**config.mk**
```make
export PLATFORM = sky130hd
export DESIGN_NAME = pattern_detect_unit
export DESIGN_NICKNAME = d
export VERILOG_FILES = /design/src/rtl/dsp_pkg.sv /design/src/rtl/pattern_match_cmp.sv /design/src/rtl/pattern_detect_unit.sv
export SDC_FILE = /design/constraint.sdc
export NUM_CORES = 1
export LEC_CHECK = 0
export CORE_ASPECT_RATIO = 0.8
export CORE_MARGIN = 10
export CORE_UTILIZATION = 10
export CTS_CLUSTER_SIZE = 30
export DETAILED_ROUTE_END_ITERATION = 7
export PLACE_DENSITY_LB_ADDON = 0.05
export SYNTH_ARGS = -nofsm -noshare
export SYNTH_HDL_FRONTEND = slang
export SYNTH_SLANG_ARGS = --single-unit
```
**constraint.sdc**
```tcl
create_clock -name CLK -period 0.9 [get_ports CLK]
set_input_delay 0.135 -clock CLK [delete_from_list [all_inputs] [get_ports CLK]]
set_output_delay 0.135 -clock CLK [all_outputs]
set_load 0.01 [all_outputs]
```
**src/rtl/dsp_pkg.sv**
```systemverilog
// Shared DSP-slice constants: default datapath width and the encodings
// for mask-source selection and auto-reset mode.
package dsp_pkg;

   localparam int unsigned WIDTH       = 48;

   localparam int unsigned MASK_PARAM  = 0;
   localparam int unsigned MASK_C      = 1;
   localparam int unsigned MASK_RND1   = 2;
   localparam int unsigned MASK_RND2   = 3;

   localparam int unsigned AR_NONE     = 0;
   localparam int unsigned AR_MATCH    = 1;
   localparam int unsigned AR_NOTMATCH = 2;

endpackage

```
**src/rtl/pattern_match_cmp.sv**
```systemverilog
// Masked pattern comparator: true-pattern and inverse-pattern match of a
// value against a pattern, where mask bits set to 1 are ignored.
module pattern_match_cmp #(
   parameter int unsigned WIDTH = dsp_pkg::WIDTH
) (
   input  logic [WIDTH-1:0] i_p,
   input  logic [WIDTH-1:0] i_pat,
   input  logic [WIDTH-1:0] i_msk,
   output logic             o_m_c,
   output logic             o_mb_c
);

   always_comb begin
      o_m_c  = &((i_p ~^ i_pat) | i_msk);
      o_mb_c = &((i_p ^  i_pat) | i_msk);
   end

endmodule

```
**src/rtl/pattern_detect_unit.sv**
```systemverilog
// Pattern-detect stage: registered match flags, their one-cycle-past copies,
// overflow/underflow derivation and the auto-reset request to the P register.
module pattern_detect_unit #(
   parameter int unsigned     WIDTH            = dsp_pkg::WIDTH,
   parameter logic [WIDTH-1:0] PATTERN         = '0,
   parameter logic [WIDTH-1:0] MASK            = WIDTH'(48'h3FFF_FFFF_FFFF),
   parameter int unsigned     SEL_PATTERN      = 0,
   parameter int unsigned     SEL_MASK         = 0,
   parameter int unsigned     PREG             = 1,
   parameter int unsigned     AUTORESET_PATDET = 0
) (
   input  logic             CLK,
   input  logic             RSTP,
   input  logic             CEP,
   input  logic [WIDTH-1:0] P_IN,
   input  logic [WIDTH-1:0] C_IN,
   output logic             PATTERNDETECT,
   output logic             PATTERNBDETECT,
   output logic             PATTERNDETECTPAST,
   output logic             PATTERNBDETECTPAST,
   output logic             OVERFLOW,
   output logic             UNDERFLOW,
   output logic             P_CLR
);

   import dsp_pkg::*;

   localparam bit REG_MODE = (PREG != 0);

   logic [WIDTH-1:0] w_pat;
   logic [WIDTH-1:0] w_msk;
   logic             w_m;
   logic             w_mb;
   logic             w_det_src;
   logic             w_detb_src;
   logic             w_pclr;

   logic             r_det;
   logic             r_detb;
   logic             r_past;
   logic             r_pastb;
   logic             r_clr;

   // Pattern/mask source selection.
   always_comb begin
      w_pat = (SEL_PATTERN != 0) ? C_IN : PATTERN;
      case (SEL_MASK)
         MASK_C:    w_msk = C_IN;
         MASK_RND1: w_msk = (~C_IN) << 1;
         MASK_RND2: w_msk = (~C_IN) << 2;
         default:   w_msk = MASK;
      endcase
   end

   pattern_match_cmp #(
      .WIDTH (WIDTH)
   ) u_cmp (
      .i_p    (P_IN),
      .i_pat  (w_pat),
      .i_msk  (w_msk),
      .o_m_c  (w_m),
      .o_mb_c (w_mb)
   );

   // Past registers follow the visible detect flags in either mode.
   always_comb begin
      w_det_src  = REG_MODE ? r_det  : w_m;
      w_detb_src = REG_MODE ? r_detb : w_mb;
   end

   always_comb begin
      w_pclr = 1'b0;
      if (REG_MODE && !RSTP) begin
         case (AUTORESET_PATDET)
            AR_MATCH:    w_pclr = r_det & CEP;
            AR_NOTMATCH: w_pclr = r_past & ~r_det & CEP;
            default:     w_pclr = 1'b0;
         endcase
      end
   end

   // r_clr marks a 0/0 detect pair caused by an auto-reset, not by the data.
   always_ff @(posedge CLK or posedge RSTP) begin
      if (RSTP) begin
         r_det   <= 1'b0;
         r_detb  <= 1'b0;
         r_past  <= 1'b0;
         r_pastb <= 1'b0;
         r_clr   <= 1'b0;
      end else if (CEP) begin
         r_past  <= w_det_src;
         r_pastb <= w_detb_src;
         if (w_pclr) begin
            r_det  <= 1'b0;
            r_detb <= 1'b0;
            r_clr  <= 1'b1;
         end else begin
            r_det  <= w_m;
            r_detb <= w_mb;
            r_clr  <= 1'b0;
         end
      end
   end

   always_comb begin
      PATTERNDETECT      = ~RSTP & w_det_src;
      PATTERNBDETECT     = ~RSTP & w_detb_src;
      PATTERNDETECTPAST  = r_past;
      PATTERNBDETECTPAST = r_pastb;
      OVERFLOW           = REG_MODE & r_past  & ~r_det & ~r_detb & ~r_clr;
      UNDERFLOW          = REG_MODE & r_pastb & ~r_det & ~r_detb & ~r_clr;
      P_CLR              = w_pclr;
   end

endmodule

```
==> metrics.md <==
| Metric | Value |
|---|---|
| Vias in the first global route | `198` |
| Largest cells by area after synthesis | `dfrtp_1, mux2_2, nor3b_1` |
| Flop pwr share | `between 30 and 40%` |
| Pwr/cell area | `1550 nW/um2` |
| Reg2Reg Depth | `4` |
| Total number of vias | `between 150 and 200` |
| Area of the multi-input gates | `roughly 90 um2` |
| Maximum capacitance violations | `0` |
| Setup WS pre-CTS | `-488 ps` |
| Fin area | `400 um2` |
| Fmax | `about 860 MHz` |
| Die X | `68.9 um` |
| Grt total ovfl | `0` |
| Final period util | `130%` |
| Most frequent cell after synthesis | `dfrtp_1` |
| Violated checks | `negative setup slack` |
| Fin util | `21.6%` |
| Hold Vio Cnt, Final | `0` |
| Starting Density | `around a tenth` |
| Commonest register cell after synthesis | `dfrtp_1` |
| CTS H-Tree Depth | `1` |
| Initial antenna violation count | `0` |
| Insertion delay to the later sink of the worst-skew pair | `230 ps` |
| Final worst slack | `-267 ps` |
| Crit path required time | `760 ps` |
| Die Y | `59.1 um` |
| Num ports | `106` |
| Post-Synthesis Net Count | `117` |
| Via/cell ratio | `around 3.2` |
| Top cells by count, synth | `dfrtp_1, mux2_2, inv_1, nor2_1, nor3b_1` |
| Wire per inst | `approximately 11 um` |
| DRT iter0 DRCs | `2` |
| Post-synth cell types | `10` |
| Register bit total from synthesis | `4` |
| Peak VDD IR | `385 uV` |
| Crit-path max FO | `3` |
| TritonCTS Buffers | `3` |
| CP Class | `register to output port` |
| Filler instances | `228` |
| Top cell type's share of synthesized area | `52.3%` |
| Tmin final | `1170 ps` |
| Placed inst area | `between 300 and 400 um2` |
| RSZ-0062 raised after global routing | `true` |
| CTS Root Cell | `clkbuf_4` |
| Slew Viols, Final | `0` |
| Total negative setup slack | `-1410 ps` |
| Sw frac | `24.8%` |
| Post-route insts no fill | `61` |
| Clock skew | `0.0486 ps` |
| Num Clock Sinks | `4` |
| Proportion of synthesized chip area in sequential cells | `52.3%` |
| FP Rows | `14` |
| Core area | `between 1500 and 2000 um2` |
| Gate Count Post-Synth | `18` |
| Layout cells sized above 1 | `62.2%` |
| Setup-failing EPs final | `8` |
| Yosys warns | `0` |
| Gr usage total | `4.12%` |
| Dpl cells | `54` |
| Synth async-reset ratio | `100%` |
| Clock power share | `35.7%` |
| Pleak | `0.200 nW` |
| Largest area contributor in the netlist | `dfrtp_1` |
| GPL Wtd Cong | `0.668` |
| I/O Buffers | `10` |
| Drt first pass iters | `3` |
| Register area | `around 100 um2` |
| CTS Buffer Depth | `2` |
| Post-route DRC | `0` |
| Post-route ant nets | `0` |
| Post-synth EDFFs | `0` |
| First-pass GRT wire length | `1060 um` |
| Pint | `467 uW` |
| Worst EP arrival | `about 1000 ps` |
| Die Area | `~4100 um2` |
| Pin count of the biggest net entering global routing | `6` |
| Final net count | `138` |
| Worst-path clk slew | `approximately 40 ps` |
| Final WL | `653 um` |
| Final hold slack | `162 ps` |
| Worst Setup End Kind | `output port` |
| Syn avg cell area | `~11 um2` |
| Overall power | `621 uW` |
| Antenna diode count | `0` |
| Area growth, synth to finish | `109%` |
| Switching power | `around 150 uW` |
| Cell Area, Synth | `around 190 um2` |
| Post-DP HPWL | `488 um` |
| CTS tree | `yes` |
| Startpoint Class | `register` |
| Worst Hold Class | `input pin to async pin` |
| Status | `complete, but fails checks` |
| Combinational power share | `29.8%` |
[final timing paths]
kind                       slack, ps               start                             end
max reg2reg                     -200   r_det$_DFFE_PP0P_   PATTERNDETECTPAST$_DFFE_PP0P_
min in group CLK                 370                 CEP              r_detb$_DFFE_PP0P_
max                             -270   r_det$_DFFE_PP0P_                        OVERFLOW
min                              160                RSTP  PATTERNBDETECTPAST$_DFFE_PP0P_
min reg2reg                      590  r_detb$_DFFE_PP0P_  PATTERNBDETECTPAST$_DFFE_PP0P_
max in group asynchronous        570                RSTP              r_detb$_DFFE_PP0P_
[placed cells by master, fill, tap and decap left out]
cell type,synthesis,routed
inv_1,2,1
nand3_1,1,1
buf_6,0,6
buf_4,1,3
o21ai_0,1,1
conb_1,1,1
buf_2,0,4
nor2b_1,1,1
clkdlybuf4s50_1,0,3
dlygate4sd2_1,0,1
mux2_2,3,2
inv_2,0,1
dfrtp_1,4,3
dfrtp_2,0,1
nor3b_2,0,2
nor2_1,2,2
mux2_4,0,1
clkbuf_4,0,3
[critical path, cell delays in order (launching register included)]
cell and delay, ps:
dfrtp_1 370, buf_6 130, nor3b_2 150, buf_2 150
[per-layer routing]
| layer | part of all wire, % | vias to the layer above | global-route usage, % |
|---|---|---|---|
| li1 | - | 97 | - |
| met1 | 34 | 92 | 3.38 |
| met2 | 54 | 5 | 5.60 |
| met3 | 12 | 0 | 4.35 |
| met4 | 0 | 0 | 3.37 |
| met5 | 0 | - | 0 |
[sequential cells by signal (all words and copies together), names as in the netlist]
signal / count
r_detb: 1
PATTERNBDETECTPAST: 1
PATTERNDETECTPAST: 1
r_det: 1
[layout make-up]
cell class,instances,share of cell area (%)
timing repair buffer,17,37.2
inverter,2,1.88
multi-input combinational,11,22.5
clock buffer,3,5.62
sequential,4,25.3
tap,24,7.50
[power groups by stage]
stage / Sequential, mW / Combinational [mW] / Clock, mW
after floorplan: 0.219 / 0.0462 / 0
after global placement: 0.215 / 0.155 / 0
after detailed placement: 0.215 / 0.152 / 0
after CTS: 0.213 / 0.174 / 0.233
after global routing: 0.217 / 0.202 / 0.250
final: 0.214 / 0.185 / 0.222
[logic make-up after synthesis]
| logic type | after synthesis | synth area share [%] |
|---|---|---|
| simple gates | 6 | 17.6 |
| flops | 4 | 52.3 |
| mux | 3 | 17.6 |
| buf+inv | 3 | 7.85 |
| compound gates | 1 | 2.61 |
| other cells | 1 | 1.96 |
[timing repair]
action | CTS | global route
buffers inserted | 3 | 2
hold buffers | 0 | 0
pin swaps | 0 | 2
setup endpoints to repair | 9 | 8
endpoints found under the hold margin | 0 | 0
gates resized for setup | 34 | 3
Power figures use the tool's default switching activity.
